[src/rtl/lab2_parity_pkg.sv]
// Shared types and helpers for the parity serializer.
//   state_t    : serializer FSM states
//   EVEN / ODD : values for the EVEN_PARITY parameter
//   parity_of  : XOR reduction of the low `width` bits of a word
package lab2_parity_pkg;

  typedef enum logic [1:0] {
    IDLE   = 2'd0,
    FRAME  = 2'd1,
    DATA   = 2'd2,
    PARITY = 2'd3
  } state_t;

  localparam bit EVEN = 1'b1;
  localparam bit ODD  = 1'b0;

  // Returns 1 when the low `width` bits hold an odd number of ones.
  function automatic logic parity_of(logic [31:0] value, int width);
    logic p;
    p = 1'b0;
    for (int i = 0; i < 32; i++) begin
      if (i < width) p = p ^ value[i];
    end
    return p;
  endfunction

endpackage

[src/rtl/lab2_piso_shift.sv]
// Parallel-in / serial-out shift register, MSB first.
//   clk, reset : rising-edge clock, synchronous active-high reset
//   load       : capture data (takes priority over shift)
//   shift      : shift left by one, zero fill
//   data       : parallel word to capture
//   msb        : current most significant bit
module lab2_piso_shift #(
  parameter int DATA_WIDTH = 8
) (
  input  logic                  clk,
  input  logic                  reset,
  input  logic                  load,
  input  logic                  shift,
  input  logic [DATA_WIDTH-1:0] data,
  output logic                  msb
);

  logic [DATA_WIDTH-1:0] sreg;

  always_ff @(posedge clk) begin
    if (reset) begin
      sreg <= '0;
    end else if (load) begin
      sreg <= data;
    end else if (shift) begin
      sreg <= {sreg[DATA_WIDTH-2:0], 1'b0};
    end
  end

  assign msb = sreg[DATA_WIDTH-1];

endmodule

[src/rtl/lab2_parity_serializer.sv]
// Serial transmitter: frame-start strobe, data word MSB first, then parity.
//   clk, reset   : rising-edge clock, synchronous active-high reset
//   start, data  : load request and word, accepted only while ready
//   ready        : idle, able to accept a word
//   frame_start  : one-cycle strobe ahead of the first data bit
//   data_out     : serial data followed by the parity bit
//   sending      : data-bit cycles
//   parity_valid : parity-bit cycle
//   busy         : frame-start cycle through parity cycle
module lab2_parity_serializer
  import lab2_parity_pkg::*;
#(
  parameter int DATA_WIDTH  = 8,
  parameter bit EVEN_PARITY = 1'b1
) (
  input  logic                  clk,
  input  logic                  reset,
  input  logic                  start,
  input  logic [DATA_WIDTH-1:0] data,
  output logic                  ready,
  output logic                  frame_start,
  output logic                  data_out,
  output logic                  sending,
  output logic                  parity_valid,
  output logic                  busy
);

  localparam int              CNT_W    = $clog2(DATA_WIDTH);
  localparam logic [CNT_W-1:0] LAST_BIT = CNT_W'(DATA_WIDTH - 1);
  // Odd parity is the even-parity accumulator inverted.
  localparam logic            PAR_FLIP = (EVEN_PARITY == EVEN) ? 1'b0 : 1'b1;

  state_t           state;
  logic [CNT_W-1:0] bit_cnt;
  logic             acc;
  logic             load;
  logic             shift;
  logic             msb;

  assign load  = (state == IDLE) && start;
  assign shift = (state == DATA);

  lab2_piso_shift #(.DATA_WIDTH(DATA_WIDTH)) u_piso (
    .clk   (clk),
    .reset (reset),
    .load  (load),
    .shift (shift),
    .data  (data),
    .msb   (msb)
  );

  // Strobes are registered alongside the state transition so they line up
  // with the state they describe.
  always_ff @(posedge clk) begin
    if (reset) begin
      state        <= IDLE;
      bit_cnt      <= '0;
      acc          <= 1'b0;
      frame_start  <= 1'b0;
      sending      <= 1'b0;
      parity_valid <= 1'b0;
      busy         <= 1'b0;
    end else begin
      case (state)
        IDLE: begin
          if (start) begin
            state       <= FRAME;
            bit_cnt     <= '0;
            acc         <= 1'b0;
            frame_start <= 1'b1;
            busy        <= 1'b1;
          end
        end
        FRAME: begin
          state       <= DATA;
          frame_start <= 1'b0;
          sending     <= 1'b1;
        end
        DATA: begin
          acc <= acc ^ msb;
          if (bit_cnt == LAST_BIT) begin
            state        <= PARITY;
            sending      <= 1'b0;
            parity_valid <= 1'b1;
          end else begin
            // Held at the last index rather than wrapping.
            bit_cnt <= bit_cnt + 1'b1;
          end
        end
        PARITY: begin
          state        <= IDLE;
          parity_valid <= 1'b0;
          busy         <= 1'b0;
        end
        default: begin
          state        <= IDLE;
          frame_start  <= 1'b0;
          sending      <= 1'b0;
          parity_valid <= 1'b0;
          busy         <= 1'b0;
        end
      endcase
    end
  end

  assign ready = (state == IDLE);

  always_comb begin
    data_out = 1'b0;
    if (state == DATA)        data_out = msb;
    else if (state == PARITY) data_out = acc ^ PAR_FLIP;
  end

endmodule

[config.mk]
export PLATFORM = sky130hd
export DESIGN_NAME = lab2_parity_serializer
export DESIGN_NICKNAME = d
export VERILOG_FILES = /design/src/rtl/lab2_parity_pkg.sv /design/src/rtl/lab2_piso_shift.sv /design/src/rtl/lab2_parity_serializer.sv
export SDC_FILE = /design/constraint.sdc
export NUM_CORES = 1
export LEC_CHECK = 0
export ABC_AREA = 1
export CAP_MARGIN = 0
export CORE_UTILIZATION = 54
export DETAILED_ROUTE_END_ITERATION = 10
export HOLD_SLACK_MARGIN = 0.05
export PLACE_DENSITY = 0.82
export SLEW_MARGIN = 20
export SYNTH_ARGS = -nofsm -noshare
export SYNTH_HDL_FRONTEND = slang
export SYNTH_SLANG_ARGS = --single-unit
[constraint.sdc]
create_clock -name clk -period 2.1 [get_ports clk]
set_input_delay 0.42 -clock clk [delete_from_list [all_inputs] [get_ports clk]]
set_output_delay 0.42 -clock clk [all_outputs]
set_load 0.1 [all_outputs]
# == Yosys cells after proc, flatten, opt, wreduce, memory -nomap -nowiden ==
# Index checks and enable logic that the tools add are counted.
# totals
ff_bits,18
inputBits,11
out_inout_bits,6
word_cells,51
# classes
n_addsub,1
eq_ne,7
n_mux,19
n_bitwise,1
reduce_logical,15
# op_table
operator,n
$mux W8,2
$reduce_and A2 Y1,6
$reduce_bool A2 Y1,6
$pmux W1 S2,5
$pmux W2 S4,1
$mux W1,6
$mux W3,2
$pmux W3 S2,1
$eq A2 B2 Y1 const B,2
$mux W2,2
$ne A2 B2 Y1 const B,2
$add A3 B1 Y3 const B,1
$eq A3 B3 Y1 const B,1
$reduce_and A3 Y1,1
$eq A2 B1 Y1 const B,1
$logic_not A2 Y1,1
$ne A2 B1 Y1 const B,1
$logic_and A1 B1 Y1,1
$xor A1 B1 Y1,1

# == Logic depth before layout (Yosys ltp) ==
# Gate-level depths: netlist of the first run.
# logic_depth
ltp_word,3
mapped_depth,9
ltp_nobuf,8

# == By module ==
# Synthesis of the first run repeated with hierarchy kept, for this count alone.
# unflattened
hier_cells,131
area_unflattened_um2,914.6
# by_module_without_submodules
module,instances,cells_per_inst,area_per_inst_um2,seq_area_each_um2
lab2_parity_serializer,1,71,515.5,200.2
lab2_piso_shift,1,60,399.1,160.2

# == Worst setup path before layout of the first run ==
# OpenSTA, ideal clock, no wires.
# synth_path
path_type,register to output
startpoint,reg state[0]
endpoint,out data_out
arrival_ns,2.857
required_ns,1.680
slack_ns,-1.177
path_stages_with_launch,6
n_path_buf,1
path_cell_list,dfxtp_1 inv_1 ha_1 buf_6 inv_4 o21ai_0
# synth_via
elab_chain_len,3
elab_cells_between_ends,4
cone_classes,eq/ne: 2; mux: 2
# synth_rtl
item,line,rtl
"start, declared",lab2_parity_serializer.sv:33,state_t state;
"start signal, assigned",lab2_parity_serializer.sv:56,state <= IDLE;
"start signal, assigned",lab2_parity_serializer.sv:67,state <= FRAME;
"start signal, assigned",lab2_parity_serializer.sv:75,state <= DATA;
$eq A2 B2 Y1,lab2_parity_serializer.sv:111,else if (state == PARITY) data_out = acc ^ PAR_FLIP;
$mux W1,lab2_parity_serializer.sv:111,
$mux W1 *,lab2_parity_serializer.sv:110,if (state == DATA) data_out = msb;
"end, declared",lab2_parity_serializer.sv:22,"output logic data_out,"
# Mark *: on every way between the ends. The rest lies on a longest branch, timed or not.

# == Final worst setup path of the first run ==
# Same ends and word-level chain as after synthesis.

==> results of run 1 <==
-- cell families (layout without fill, tap and decap cells) --
logic type,after synthesis,after routing,share of synthesized area (%)
AOI/OAI and AO/OA,32,32,17.30
adders and majority gates,7,7,9.459
buffers and inverters,22,40,11.22
DFF,18,18,38.92
and+or+nand+nor,49,49,23.11
-- critical path, stage by stage (launching register included) --
cell and delay, ns:
dfxtp_1 0.38, inv_1 0.09, ha_1 0.25, inv_4 0.13, nand3_1 0.09, o21ai_2 0.09
buf_12 0.19
-- where the power goes --
group / internal [uW] / leakage (uW) / switching [uW] / total, uW
sequential: 466 / 0.000148 / 74.6 / 541
combinational: 341 / 0.000371 / 739 / 1080
clock: 105 / 0.0000210 / 106 / 212
total: 912 / 0.000540 / 920 / 1830
-- synthesized netlist by cell type --
| master | instances |
|---|---|
| nor2_1 | 9 |
| buf_4 | 1 |
| o21ai_0 | 12 |
| nand3_2 | 1 |
| nand3_1 | 4 |
| a21oi_1 | 20 |
| nand2_1 | 29 |
| inv_1 | 17 |
| nand2_2 | 3 |
| inv_4 | 1 |
| dfxtp_1 | 18 |
| ha_1 | 7 |
| nor2_4 | 1 |
| buf_6 | 2 |
| nor3_1 | 1 |
| nand4_1 | 1 |
| inv_2 | 1 |
-- per-layer routing --
metal  wire length, um  track usage, %  part of all wire [%]
met1               906           27.25                    46
met2               956           40.30                    49
met3                94           5.000                   4.8
met4                 0           7.500                     0
met5                 0               0                     0
-- cell type report --
| class | count | area [um2] | area share (%) |
|---|---|---|---|
| clock buffers | 4 | 36.28 | 3.201 |
| inverters | 19 | 73.82 | 6.512 |
| multi-input cells | 88 | 465.4 | 41.06 |
| flip-flops and latches | 18 | 360.3 | 31.79 |
| well taps | 16 | 20.02 | 1.766 |
| repair buffers | 17 | 177.7 | 15.67 |
-- final timing paths --
path / start / end / cells after the start
setup / recovery: state[0] / data_out / 6
hold / removal: u_piso.sreg[4] / u_piso.sreg[5] / 2
setup reg to reg: state[0] / frame_start / 6
hold reg to reg: u_piso.sreg[4] / u_piso.sreg[5] / 2
-- state kept, by name, summed over array words and instances (netlist names) --
| name | cells |
|---|---|
| acc | 1 |
| bit_cnt | 3 |
| busy | 1 |
| frame_start | 1 |
| parity_valid | 1 |
| sending | 1 |
| state | 2 |
| u_piso.sreg | 8 |
-- stage by stage --
step                      area (um2)  std cells  util [%]  power, uW  hold slack (ns)
after floorplan                929.6        128         -       1378           0.4330
after global placement          1097        158     70.39       1588           0.4451
after global routing            1134        162     72.71       1966           0.4774
after detailed placement        1097        158     70.39       1618           0.4520
after CTS                       1134        162     72.71       1834           0.4667
final                           1134        162     72.71       1832           0.4550
==> impl_metrics.yaml, run 1 <==
sta:
  tightest_slew_ns: 0.3530
  rsz0062_at_grt: "no"
  fin_crit_sh_pct: 92.05
  final-max-slew-violation-count: 0
  max_freq_ghz: 0.5173
  finalSetupViolations: 0
  tns_ns: 0
  fin_skew_ns: 0.01191
  hold_viol: 0
  setup_ws_ns: 0.1669
  slew_headroom_pct: 76.44
  fin_crit_ns: 1.933
placed_design:
  gp_congestion: 0.8529
  place_hpwl_mm: 1.454
  numPortBuffers: 16
  place_ws_ns: 0.4831
power:
  leakage_uw: 0.0005404
  p_per_area_nw_per_um2: 1616
  worst_ir_drop_vdd_v: 0.001185
clocking:
  clk_latency_ns: 0.29
  clockBufferDepth: 2
  cts_resized: 0
  root_buffer: "clkbuf_4"
  path_clk_slew_ns: 0.11
  cts_buffers: 3
  postCtsSetupBuffers: 0
  cts_sinks: 18
  cts_tree: "built"
  postCtsHoldBufs: 0
  htreeDepth: 1
floorplanning:
  start_util_pct: 59.39
  die_h_um: 43.41
  rows: 14
  die_area_um2: 1884
  die_w_um: 43.41
  coreArea_um2: 1559
  ioPinCount: 17
synth:
  yosysSeqAreaShare_pct: 38.92
  netlist_area_um2: 925.9
  synth_top_area_cell: "dfxtp_1"
  synth_nets: 146
  synth_seq_cells: 18
  synth_top_area_share_pct: 38.92
  syn-instance-count: 128
  yosysUniqueCellTypes: 17
  yosysWarningCount: 0
  ys_top_cells_by_area: "dfxtp_1 39%, nand2_1 12%, a21oi_1 11%"
  synth.avg_cell_area_um2: 7.234
global_route:
  grt_max_degree: 16
  grt_pass1_wl_mm: 3.270
  first_global_vias: 803
  grt_overflow: 0
  grt_antenna_before_repair: 0
  grt.total_usage_pct: 22.75
setup_path:
  rrSetupSlack_ns: 0.65
  start_kind: "flip-flop"
  crit_type: "reg -> out"
  crit_arrival_ns: 1.51
  required_ns: 1.68
  end_kind: "output port"
  crit_path_max_fanout: 10
detailed_routing:
  vias: 871
  wl_per_cell_um: 12.09
  drc_errors: 1
  vias_per_cell: 5.377
  drt_first_pass_iters: 7
  initialDrtViolationCount: 31
  routed_wl_mm: 1.958
  ant_nets: 0
finish:
  layout_commonest_cell: "nand2_1"
  drive_above_1_share_pct: 13.01
  num_antenna_cells: 0
  finalNetCount: 165
  areaGrowthSynthToFinish_pct: 22.43
  mostFrequentLayoutCells: "29 x nand2_1, 20 x a21oi_1, 18 x dfxtp_1"
  nFillCells: 128
min_path:
  hold_class: "reg -> reg"
run_status:
  status: "finished, violations left"
  failed_checks: "DRC"
flow_run:
  maxCapViolations: 0
Power figures use the tool's default switching activity.
==> inputs of run 2 (changes only) <==
--- a/config.mk
+++ b/config.mk
@@ -9,7 +9,7 @@
 export CAP_MARGIN = 0
 export CORE_UTILIZATION = 54
 export DETAILED_ROUTE_END_ITERATION = 10
-export HOLD_SLACK_MARGIN = 0.05
+export HOLD_SLACK_MARGIN = 0.03
 export PLACE_DENSITY = 0.82
 export SLEW_MARGIN = 20
 export SYNTH_ARGS = -nofsm -noshare
==> results of run 2 <==
Same layout as run 1: the final DEF is identical, and so are final timing and power.
